[config.mk]
export PLATFORM = sky130hd
export DESIGN_NAME = display_arbiter
export DESIGN_NICKNAME = d
export VERILOG_FILES = /design/src/rtl/display_arbiter.sv
export SDC_FILE = /design/constraint.sdc
export NUM_CORES = 1
export LEC_CHECK = 0
export BUFFER_PORTS_ARGS = -buffer_cell sky130_fd_sc_hd__buf_2
export CAP_MARGIN = 20
export CORE_MARGIN = 2
export CORE_UTILIZATION = 45
export CTS_CLUSTER_DIAMETER = 50
export DETAILED_ROUTE_END_ITERATION = 8
export GPL_ROUTABILITY_DRIVEN = 0
export PLACE_DENSITY = 0.84
export SYNTH_ARGS = -nofsm -noshare
export SYNTH_HDL_FRONTEND = slang
export SYNTH_SLANG_ARGS = --single-unit
[constraint.sdc]
create_clock -name clk -period 3.83 [get_ports clk]
set_clock_uncertainty 0.1 [all_clocks]
set_input_delay 0.383 -clock clk [delete_from_list [all_inputs] [get_ports clk]]
set_output_delay 0.383 -clock clk [all_outputs]
set_load 0.02 [all_outputs]
[src/rtl/display_arbiter.sv]
// ============================================================================
// Module   : display_arbiter
// Brief    : Shares the 8-digit display between time/smoker/clean sources,
//            with a preempting alert source and blanking on every switch.
// Revision : 1.0 - initial release
// ============================================================================
`default_nettype none

module display_arbiter #(
  parameter int BLANK_CYCLES = 1000,
  parameter int ALERT_CYCLES = 300000000,
  parameter int CNT_W        = 32
) (
  input  logic       clk,
  input  logic       rst,
  input  logic       machine_state,
  input  logic [2:0] mode_state,
  input  logic [7:0] time_digit1,
  input  logic [7:0] time_digit2,
  input  logic [7:0] time_tube_sel,
  input  logic [7:0] smoker_digit1,
  input  logic [7:0] smoker_digit2,
  input  logic [7:0] smoker_tube_sel,
  input  logic [7:0] clean_digit1,
  input  logic [7:0] clean_digit2,
  input  logic [7:0] clean_tube_sel,
  input  logic       alert_req,
  input  logic [7:0] alert_digit1,
  input  logic [7:0] alert_digit2,
  input  logic [7:0] alert_tube_sel,
  output logic [7:0] digit1,
  output logic [7:0] digit2,
  output logic [7:0] tube_sel,
  output logic [1:0] src_sel,
  output logic       alert_active,
  output logic       blanking
);

  localparam logic [CNT_W-1:0] C_BLANK_LOAD = CNT_W'(BLANK_CYCLES - 1);
  localparam logic [CNT_W-1:0] C_ALERT_LOAD = CNT_W'(ALERT_CYCLES - 1);
  localparam logic [CNT_W-1:0] C_CNT_ONE    = CNT_W'(1);

  typedef enum logic [1:0] {
    ST_OFF   = 2'd0,
    ST_BLANK = 2'd1,
    ST_SHOW  = 2'd2,
    ST_ALERT = 2'd3
  } state_t;

  state_t           r_state, w_state_nxt;
  logic [CNT_W-1:0] r_cnt, w_cnt_nxt;
  logic [1:0]       r_target, w_target_nxt;
  logic             r_pending, w_pending_nxt;
  logic [1:0]       w_decode;

  logic [7:0]       w_digit1, w_digit2, w_tube_sel;
  logic [1:0]       w_src_sel;
  logic             w_alert_active, w_blanking;

  always_comb begin
    w_decode = 2'd0;
    case (mode_state)
      3'b001, 3'b010, 3'b011: w_decode = 2'd1;
      3'b100:                 w_decode = 2'd2;
      default:                w_decode = 2'd0;
    endcase
  end

  always_comb begin
    w_state_nxt   = r_state;
    w_cnt_nxt     = r_cnt;
    w_target_nxt  = r_target;
    w_pending_nxt = r_pending;

    if (!machine_state) begin
      w_state_nxt   = ST_OFF;
      w_cnt_nxt     = '0;
      w_target_nxt  = 2'd0;
      w_pending_nxt = 1'b0;
    end else begin
      case (r_state)
        ST_OFF: begin
          w_state_nxt  = ST_BLANK;
          w_target_nxt = w_decode;
          w_cnt_nxt    = C_BLANK_LOAD;
        end
        ST_BLANK: begin
          w_pending_nxt = r_pending | alert_req;
          if (w_decode != r_target) begin
            w_target_nxt = w_decode;
            w_cnt_nxt    = C_BLANK_LOAD;
          end else if (r_cnt == '0) begin
            // A queued alert takes over straight from the blank, no flash of the source.
            if (r_pending | alert_req) begin
              w_state_nxt   = ST_ALERT;
              w_cnt_nxt     = C_ALERT_LOAD;
              w_pending_nxt = 1'b0;
            end else begin
              w_state_nxt = ST_SHOW;
            end
          end else begin
            w_cnt_nxt = r_cnt - C_CNT_ONE;
          end
        end
        ST_SHOW: begin
          if (alert_req || r_pending) begin
            w_state_nxt   = ST_ALERT;
            w_cnt_nxt     = C_ALERT_LOAD;
            w_pending_nxt = 1'b0;
          end else if (w_decode != r_target) begin
            w_state_nxt  = ST_BLANK;
            w_target_nxt = w_decode;
            w_cnt_nxt    = C_BLANK_LOAD;
          end
        end
        default: begin
          if (alert_req) begin
            w_cnt_nxt = C_ALERT_LOAD;
          end else if (r_cnt == '0) begin
            w_state_nxt  = ST_BLANK;
            w_target_nxt = w_decode;
            w_cnt_nxt    = C_BLANK_LOAD;
          end else begin
            w_cnt_nxt = r_cnt - C_CNT_ONE;
          end
        end
      endcase
    end
  end

  // Pins are decoded from the upcoming state so they land together with it.
  always_comb begin
    w_digit1       = 8'h00;
    w_digit2       = 8'h00;
    w_tube_sel     = 8'h00;
    w_src_sel      = 2'd0;
    w_alert_active = 1'b0;
    w_blanking     = 1'b0;
    case (w_state_nxt)
      ST_BLANK: begin
        w_src_sel  = w_target_nxt;
        w_blanking = 1'b1;
      end
      ST_SHOW: begin
        w_src_sel = w_target_nxt;
        case (w_target_nxt)
          2'd1: begin
            w_digit1   = smoker_digit1;
            w_digit2   = smoker_digit2;
            w_tube_sel = smoker_tube_sel;
          end
          2'd2: begin
            w_digit1   = clean_digit1;
            w_digit2   = clean_digit2;
            w_tube_sel = clean_tube_sel;
          end
          default: begin
            w_digit1   = time_digit1;
            w_digit2   = time_digit2;
            w_tube_sel = time_tube_sel;
          end
        endcase
      end
      ST_ALERT: begin
        w_digit1       = alert_digit1;
        w_digit2       = alert_digit2;
        w_tube_sel     = alert_tube_sel;
        w_src_sel      = 2'd3;
        w_alert_active = 1'b1;
      end
      default: ;
    endcase
  end

  always_ff @(posedge clk or negedge rst) begin
    if (!rst) begin
      r_state      <= ST_OFF;
      r_cnt        <= '0;
      r_target     <= 2'd0;
      r_pending    <= 1'b0;
      digit1       <= 8'h00;
      digit2       <= 8'h00;
      tube_sel     <= 8'h00;
      src_sel      <= 2'd0;
      alert_active <= 1'b0;
      blanking     <= 1'b0;
    end else begin
      r_state      <= w_state_nxt;
      r_cnt        <= w_cnt_nxt;
      r_target     <= w_target_nxt;
      r_pending    <= w_pending_nxt;
      digit1       <= w_digit1;
      digit2       <= w_digit2;
      tube_sel     <= w_tube_sel;
      src_sel      <= w_src_sel;
      alert_active <= w_alert_active;
      blanking     <= w_blanking;
    end
  end

endmodule

`default_nettype wire

==> run metrics <==
multi-input logic area=~0.0022 mm^2; MaxCap Viol Count=0; Syn-to-layout area delta=26.6%; num ports=between 100 and 150; sequential share of the synthesized area=slightly above 40%; Num CTS Buffers=9; post-synthesis cell type count=67; Worst slew margin=between 40% and 50%; Yosys top cell by area=dfrtp_1; Die Ht=slightly below 100 um; Synth top area share=about 41%; # H-tree levels=3; CP Max Fanout=24; Pre-antenna DRT Iters=5; syn nets=540; Place WS=-0.0337 ns; share of cells above drive strength 1=between 30 and 40%; Final ANT Viol Nets=0; Synth top cells by count=dfrtp_1, nand2_1, o21ai_0; Post-DP HPWL=just under 9000 um; PortBufs=130; Post-Syn Area=between 0.003 and 0.004 mm^2; fill cell count=roughly 750; Via Count=4,228; fin nets=roughly 670; Slew Limit Fails=0; Post-CTS Setup Repair Bufs=0; largest net degree at the start of global routing=slightly below 50; vias per inst=6.30; Worst Setup End Kind=flop; Mean Syn Cell Area=~9.2 um^2; worst hold slack=roughly 0.16 ns; Final setup viols=0; overflow left after global routing=0; Fmax achieved=roughly 0.28 GHz; clk buf depth=2; clock root cell=clkbuf_8; status=finished clean; first-pass GRT wire length=19,500 um; Main synth FF type=dfrtp_1; Placed Instance Area=between 0.004 and 0.005 mm^2; Remaining DRCs=0; yosys warns=0; Max VDD drop=~180 uV; Cell Rows=34; final WL=approximately 12,000 um; number of enable flip-flop cells after synthesis=0; CTS sink cnt=65; leak pwr=roughly 0.0023 uW; Starting DRT DRC Count=513; top-count cell post-synth=dfrtp_1; Core ar.=about 0.0086 mm^2; actual slew at the worst max-slew pin=~0.84 ns; FF/Latch Area=between 0.0015 and 0.002 mm^2; Finished Cell Area=between 0.005 and 0.006 mm^2; Final period util=about 93%; worst path arrival time=3.75 ns; TritonCTS clock tree=built; worst setup margin=between 0.2 and 0.3 ns; die span in x=about 98 um; Fin. Hold Viols=0; WL per Instance=17.8 um; Critical Path RT=about 4 ns; CP Launch Type=flop; number of global-route vias before repair=4,164; GRT Total Usage=25.0%; hold crit path type=input port to flop; clk slew on worst S/H paths=0.08 ns; RSZ-0062 raised after global routing=false; initial antenna violation count=1; Layout Cells excl Fill=671; die area=between 0.009 and 0.01 mm^2; Skew-Pair Late Insertion Delay=0.35 ns; Seq cells post-synth=between 60 and 70; power density over the cells=between 300 and 400 mW/mm^2; Synth Instances=430; top post-synthesis cells by area=dfrtp_1, a22o_1, a22oi_1; Period minus WS final=3.56 ns; Post-synth ARST share=100%; Starting Density=45.7%; Crit Path Category=flop to flop; cell count after placement=653
timing repair:
item / CTS / global route
pin swaps: 0 / 0
resized for setup: 2 / 2
gates cloned: 0 / 0
hold buffers: 1 / 0
endpoints found under the hold margin: 23 / 0
endpoints found under the setup margin: 7 / 3
final cells by class:
cell class,count,share of cell area [%]
inverter,10,0.750
timing repair buffer,141,15.0
antenna,1,0.0500
clock inverter,6,2.30
sequential,65,32.5
clock buffer,10,2.75
tap,108,2.70
multi-input combinational,330,44.0
state kept, by name, indices dropped and copies added, names as in the netlist:
name and cells:
alert_active 1, blanking 1, digit1 8, digit2 8, r_cnt 32, r_pending 1
r_state 2, r_target 2, src_sel 2, tube_sel 8
routing by layer:
metal	wire (um)	vias up	GRT usage, %
li1	-	1900	-
met1	4640	2022	31.6
met2	5890	266	41.5
met3	1020	40	5.18
met4	391	0	11.0
met5	0	-	0
per-stage QoR:
step                      TNS (ns)  utilization (%)  power (uW)
final                            0             57.9        1670
after global routing             0             57.9        1730
after CTS                        0             57.7        1670
after detailed placement   -0.0472             54.6         945
after global placement           0             54.6         936
after floorplan                  0                -         839
worst max-delay path, cell delays in order (launching register included):
cell and delay, ns:
dfrtp_1 0.43, or4_4 0.60, nor4_4 0.43, and3_1 0.33
a31oi_1 0.17, mux2i_1 0.21, nor2_1 0.30, ha_4 0.36
a22oi_1 0.16, o21ai_0 0.23, a22o_1 0.16
kinds of logic after synthesis:
kind of cell	Yosys count	share of synthesized area (%)
AOI/OAI and AO/OA	160	29.0
adders and majority gates	7	2.22
xor gates and xnor gates	10	2.22
DFF	65	41.2
muxes	3	0.760
and+or+nand+nor	150	20.8
buffers and inverters	35	3.77
report_power, final:
group	internal, uW	switching, uW
Sequential	696	15.3
Combinational	97.5	130
Clock	452	281
Total	1250	427
cells in the final DEF (no fill, tap or decap), drive strengths merged, types with 5 or more instances in the layout:
cell type	synthesis	layout
a21oi	20	20
a22o	24	24
a22oi	24	24
a31oi	9	9
and2	5	5
buf	5	140
clkbuf	20	10
dfrtp	65	65
ha	7	7
inv	9	9
nand2	43	43
nand3	9	9
nand4	6	6
nor2	29	29
nor3	12	12
nor4	8	8
o21ai	36	36
o22ai	7	7
o31a	6	6
or3	8	8
or4	6	6
xnor2	8	8
worst paths after layout:
| path | from | to | slack [ns] | cells after the start |
|---|---|---|---|---|
| worst min-delay path | alert_digit1[4] | digit1[4] | 0.16 | 2 |
| max in group asynchronous | rst | r_state[1] | 2.27 | 3 |
| worst max register to register | r_cnt[19] | digit2[3] | 0.27 | 10 |
| worst min register to register | r_cnt[23] | r_cnt[23] | 0.46 | 2 |
| worst max-delay path | r_cnt[19] | digit2[3] | 0.27 | 10 |
| min in group asynchronous | rst | r_cnt[23] | 0.44 | 2 |
Power figures use the tool's default switching activity.
